--- src/rtl/boot_loader_pkg.sv ---
// boot_loader_pkg: shared state encoding and widths for the ROM boot loader
package boot_loader_pkg;
  typedef enum logic [1:0] {LOAD_BYTE, WRITE_WORD, DONE, ERROR} state_t;
  localparam int ADDR_WIDTH = 32;
  localparam int WORD_BYTES = 4;
endpackage

--- src/rtl/byte_word_packer.sv ---
// byte_word_packer: lane-indexed byte insert into a 32-bit word with sync clear
module byte_word_packer (
  input  logic        clk,
  input  logic        rst,
  input  logic        clear,
  input  logic        load,
  input  logic [1:0]  lane,
  input  logic [7:0]  data,
  output logic [31:0] word
);
  always_ff @(posedge clk)
    if (rst || clear) word <= '0;
    else if (load) word[{lane, 3'b000} +: 8] <= data;
endmodule

--- src/rtl/rom_boot_loader.sv ---
// rom_boot_loader: copies the ROM image into memory as little-endian words, then releases the CPU
module rom_boot_loader import boot_loader_pkg::*; #(
  parameter logic [ADDR_WIDTH-1:0] BASE_ADDRESS = 32'd0,
  parameter int                    MAX_BYTES    = 65536
) (
  input  logic                  clk,
  input  logic                  reset,
  output logic [ADDR_WIDTH-1:0] rom_address,
  input  logic [7:0]            rom_byte,
  input  logic                  rom_done,
  output logic [ADDR_WIDTH-1:0] mem_address,
  output logic [31:0]           mem_write_data,
  output logic                  mem_write_enable,
  input  logic                  mem_ready,
  output logic                  cpu_reset,
  output logic                  load_complete,
  output logic                  load_error
);
  state_t state, state_n;
  logic done_l, limit_l, at_limit, last, accept;
  assign at_limit = rom_address == ADDR_WIDTH'(MAX_BYTES - 1);
  assign last = rom_address[1:0] == 2'd3 || rom_done || at_limit;
  assign accept = state == WRITE_WORD && mem_ready;
  assign mem_write_enable = state == WRITE_WORD;
  assign cpu_reset = state != DONE;
  assign load_complete = state == DONE;
  assign load_error = state == ERROR;
  always_comb begin
    state_n = (state == LOAD_BYTE && last) ? WRITE_WORD :
              accept ? (done_l ? DONE : limit_l ? ERROR : LOAD_BYTE) : state;
  end
  always_ff @(posedge clk)
    if (reset) state <= LOAD_BYTE;
    else state <= state_n;
  // the final-byte flags are re-latched every byte; only the one that ends the word matters
  always_ff @(posedge clk)
    if (reset) begin
      rom_address <= '0;
      mem_address <= BASE_ADDRESS;
      done_l <= 1'b0;
      limit_l <= 1'b0;
    end else begin
      if (state == LOAD_BYTE) begin
        done_l <= rom_done;
        limit_l <= at_limit;
        if (!last) rom_address <= rom_address + 1'b1;
      end
      if (accept) begin
        mem_address <= mem_address + ADDR_WIDTH'(WORD_BYTES);
        if (!done_l && !limit_l) rom_address <= rom_address + 1'b1;
      end
    end
  byte_word_packer u_packer (
    .clk  (clk),
    .rst  (reset),
    .clear(accept),
    .load (state == LOAD_BYTE),
    .lane (rom_address[1:0]),
    .data (rom_byte),
    .word (mem_write_data)
  );
endmodule
--- config.mk ---
export PLATFORM = sky130hd
export DESIGN_NAME = rom_boot_loader
export DESIGN_NICKNAME = d
export VERILOG_FILES = /design/src/rtl/boot_loader_pkg.sv /design/src/rtl/byte_word_packer.sv /design/src/rtl/rom_boot_loader.sv
export SDC_FILE = /design/constraint.sdc
export NUM_CORES = 1
export LEC_CHECK = 0
export CAP_MARGIN = 15
export CORE_MARGIN = 4
export CORE_UTILIZATION = 44
export CTS_CLUSTER_SIZE = 8
export DETAILED_ROUTE_END_ITERATION = 8
export PLACE_DENSITY_LB_ADDON = 0.25
export SLEW_MARGIN = 0
export SYNTH_ARGS = -nofsm -noshare
export SYNTH_HDL_FRONTEND = slang
export SYNTH_SLANG_ARGS = --single-unit
--- constraint.sdc ---
create_clock -name clk -period 1.85 [get_ports clk]
set_input_delay 0.2775 -clock clk [delete_from_list [all_inputs] [get_ports clk]]
set_output_delay 0.2775 -clock clk [all_outputs]
set_load 0.02 [all_outputs]
== After elaboration in Yosys (flattened, before gate mapping) ==
Cells that the tools add are included.
Word-level totals
  register bits: 100
  input bits: 12
  output and inout port bits: 100
Cells by class
  add/sub/neg operators: 3
  equality and inequality tests: 6
  shift-type cells: 2
  multiplexer cells: 9
  reductions and logical operators: 11
Operator list (count)
  $mux W32: 4
  $add A32 B1 Y32 const B: 1
  $add A32 B3 Y32 const B: 1
  $bwmux W32: 1
  $eq A32 B16 Y1 const B: 1
  $shift A8 B7 Y32 const A: 1
  $shiftx A8 B7 Y32: 1
  $neg A5 Y7: 1
  $eq A2 B2 Y1 const B: 3
  $mux W2: 2
  $logic_and A1 B1 Y1: 3
  $logic_or A1 B1 Y1: 3
  $eq A2 B1 Y1 const B: 1
  $logic_not A1 Y1: 2
  $logic_not A2 Y1: 1
  $mux W1: 2
  $ne A2 B2 Y1 const B: 1
  $reduce_bool A2 Y1: 1
  $reduce_or A2 Y1: 1

== Logic depth before layout (Yosys ltp) ==
  depth after elaboration: 7
  gate-level depth with buffers: 8
  gate-level depth less buffers: 6

== Modules after synthesis ==
A second synthesis with hierarchy kept.
Second synthesis, totals
  cells, all modules: 534
  area total of the unflattened synthesis: 4630.7 um^2
Modules (own cells, without submodules)
  rom_boot_loader: times used 1, cells each 405, area each 3364.5 um^2, seq. area each 1321.3 um^2
  byte_word_packer: times used 1, cells each 129, area each 1266.2 um^2, seq. area each 640.6 um^2

== Worst setup path before layout ==
OpenSTA, ideal clock, no wires.
  path type: reg2reg
  start: register rom_address[0]
  end: register u_packer.word[24]
  setup time: 0.066 ns
  arrival time: 1.893 ns
  path slack: -0.109 ns
  stages on the path, launching flop included: 6
  period minus slack after synthesis: 1.959 ns
  path through: dfxtp_1 > inv_1 > ha_1 > nor4_2 > a22oi_1 > nor2_1
Between the ends
  cells in the longest elaborated chain, start to end: 3
  elaborated cells between the ends (all ways): 4
  those cells by class: add/sub (1); shift (2); mux (1)
RTL lines
  from (decl): RTL line rom_boot_loader.sv:8  | output logic [ADDR_WIDTH-1:0] rom_address,
  from (signal assigned): RTL line rom_boot_loader.sv:46  | if (!last) rom_address <= rom_address + 1'b1;
  from (signal assigned): RTL line rom_boot_loader.sv:50  | if (!done_l && !limit_l) rom_address <= rom_address + 1'b1;
  $neg A5 Y7 (*): RTL line byte_word_packer.sv:13  | else if (load) word[{lane, 3'b000} +: 8] <= data;
  $shiftx A8 B7 Y32 / $shift A8 B7 Y32 (equally long branches): RTL line byte_word_packer.sv:13
  $bwmux W32 (*): RTL line byte_word_packer.sv:13
  to (signal, indexed assignment): RTL line byte_word_packer.sv:13
  to (decl): RTL line byte_word_packer.sv:9  | output logic [31:0] word
Every way passes the cells marked *; elsewhere a longest branch is shown, timed or not.
A chain may end at the register's enable or synchronous reset.

== Worst setup path after layout ==
  start: register rom_address[28]
  end: output rom_address[28]
No word-level cell between the ends.

==> results.yml <==
run_status:
  status: "completed"
setup_path:
  arrival_ns: 1.48
  crit_path_start: "rom_address[28]"
  cp_max_fo: 6
  path_delay_family: "buffers and inverters"
  critPathSlowestCell: "clkdlybuf4s50_1"
  crit_buf_inv: 1
  critPathMaxStageDelay_ns: 0.65
  start_kind: "flip-flop"
  path_class: "reg -> out"
  timing.rr.start: "mem_address[21]"
  cp_cell_sequence: "clkdlybuf4s50_1"
  critPathCaptureType: "output port"
  worstPathRequired_ns: 1.57
cells_and_area:
  area_growth_pct: 41.2
  final_area_um2: 6050
  antenna_cells: 0
  multi_input_area_um2: 2200
  drive_gt1_share_pct: 13.3
  fin_cells: 755
  seqCellArea_um2: 1970
  nFillCells: 825
  nets: 640
logic_synthesis:
  synth.area.top_cells: "dfxtp_1 (46%), xor2_1 (8.4%), nor2_1 (8.1%), a22oi_1 (5.6%), nand4_1 (4.2%)"
  synth_most_common_cell: "dfxtp_1"
  yosys.area.top_type: "dfxtp_1"
  ys.flop_type: "dfxtp_1"
  netlist_top_cells_count: "dfxtp_1 (98), nor2_1 (92), xor2_1 (41), a22oi_1 (32), nand4_1 (29)"
  yosys_warnings: 0
  synth-edff-count: 0
  yosysTopAreaCellShare_pct: 45.8
  ys_ff_latch: 98
  yosysSeqAreaShare_pct: 45.8
  async_flop_share_pct: 0
  avgSynthCellArea_um2: 8.94
  yosysUniqueCellTypes: 43
  syn_area_um2: 4280
  synth_cells: 479
pwr:
  vdd_ir_drop_max_mv: 0.362
  p_leak_nw: 2.29
  power_w: 0.00436
  cellPowerDensity_nw_per_um2: 720
cts:
  clock-sinks: 98
  cts_buffers: 9
  clockBufferDepth: 2
  clk_latency_ns: 0.36
  root_buffer: "clkbuf_8"
  postCtsHoldBufs: 0
  cts_tree: "done"
  clk_pin_slew_worst_paths_ns: 0.10
  htreeDepth: 3
floorplan:
  placementRows: 35
  die_area_um2: 11400
  die_y_um: 107
  start_util_pct: 45.7
  io_pins: 112
  fp.dieW_um: 107
  coreArea_um2: 9370
route:
  wl_per_cell_um: 15.2
  finalWirelength_um: 11500
  dr_total_vias: 3968
  drt_iter0_markers: 187
  viasPerCell: 5.26
  ant_nets: 0
  post-route-drc-count: 0
  drtPass1Iterations: 4
timing:
  final-hold-violation-count: 0
  finalClockSkew_ns: 0.0141
  maxClockFrequency_mhz: 570
  finalMaxSlewViolations: 0
  finalCritPeriodShare_pct: 94.9
  rsz0062_at_grt: "true"
  setup_ws_ns: 0.0946
  setup_viol: 0
  fin_crit_ns: 1.76
grt:
  grt_overflow: 0
  track_usage_pct: 20.4
  grt_max_degree: 42
  grt_pass1_vias: 3935
  antenna_found_initial: 0
  grt_pass1_wl_um: 19100
placement:
  dp_cells: 733
  io_buffers: 109
  post-place-ws_ns: -0.214
  hpwl_um: 8370
  place_area_um2: 5760
  gp_congestion: 0.826
min_path:
  min_path_type: "in -> reg"
  hp-start: "reset"
flow_run:
  drv_cap: 0
## power breakdown
part	switching, W	internal (W)
logic	0.000311	0.000233
registers	0.0000364	0.00215
clock network	0.000730	0.000898
## placed cells by master, fill, tap and decap left out, types with 2 or more instances in the layout
cell / count
and3_1: 12
nand2b_1: 3
clkbuf_1: 2
or4_1: 2
and2_1: 5
a21oi_1: 15
and4_2: 2
a22oi_1: 32
nand4_1: 29
inv_1: 6
bufinv_16: 3
o21ai_0: 12
and4_1: 7
buf_4: 47
xor2_1: 41
xnor2_1: 8
conb_1: 2
clkdlybuf4s50_1: 102
dlygate4sd2_1: 4
dfxtp_2: 4
nand3_1: 21
ha_1: 6
nor4b_4: 3
nor2b_1: 2
nand2_1: 22
nor2_1: 92
dfxtp_1: 94
o31ai_1: 2
or3_1: 8
nor4_1: 5
clkbuf_8: 9
dlymetal6s2s_1: 2
## worst register-to-register path: stages (launching register included)
cell	delay [ns]
dfxtp_1	0.40
and4_1	0.27
and4_1	0.27
nand4_1	0.19
or3_1	0.40
a21oi_1	0.15
## stage by stage
step	setup TNS (ns)	utilization [%]	hold slack, ns
finish	0	64.5	0.226
global route	-0.0600	64.5	0.217
floorplan	0	-	0.414
CTS	0	64.1	0.205
detailed placement	-2.67	61.4	0.494
global placement	-1.53	61.4	0.471
## per-layer routing
metal  share of wire, %  track usage, %
met1                 45            25.8
met3                4.9            4.33
met5                  0               0
met4                1.2            6.30
met2                 49            34.7
## sequential cells by signal (all words and copies together), names as in the netlist
| name | flops |
|---|---|
| done_l | 1 |
| limit_l | 1 |
| mem_address | 30 |
| rom_address | 32 |
| state | 2 |
| u_packer.word | 32 |
## path summary, 6_finish.rpt
path	to	slack, ns	depth (start not counted)
min	rom_address[0]	0.23	2
max	rom_address[28]	0.09	1
max reg2reg	mem_address[31]	0.10	5
min reg2reg	mem_address[26]	0.51	2
## final cells by class
| class | count | share of cell area (%) |
|---|---|---|
| Clock buffer | 11 | 2.17 |
| Clock inverter | 5 | 1.70 |
| Inverter | 6 | 0.372 |
| Multi-Input combinational cell | 349 | 36.4 |
| Sequential cell | 98 | 32.5 |
| Tap cell | 129 | 2.67 |
| Timing Repair Buffer | 157 | 24.1 |
## cell families (layout without fill, tap and decap cells)
| group | Yosys count | count (layout) | share of synthesized area [%] |
|---|---|---|---|
| AO/OA/AOI/OAI | 62 | 62 | 9.35 |
| XOR/XNOR | 49 | 49 | 10.0 |
| adder cells (fa/ha/maj) | 7 | 7 | 2.04 |
| buffers and inverters | 33 | 179 | 3.83 |
| flip-flops | 98 | 98 | 45.8 |
| multiplexers | 1 | 1 | 0.234 |
| other | 1 | 2 | 0.0876 |
| AND/OR/NAND/NOR | 228 | 228 | 28.6 |
## repair_timing
item                                    4_1_cts  5_1_grt
resized for setup                             6        8
pin swaps                                     1        2
setup buffers                                 2        4
endpoints found under the setup margin       16       37
Power figures use the tool's default switching activity.
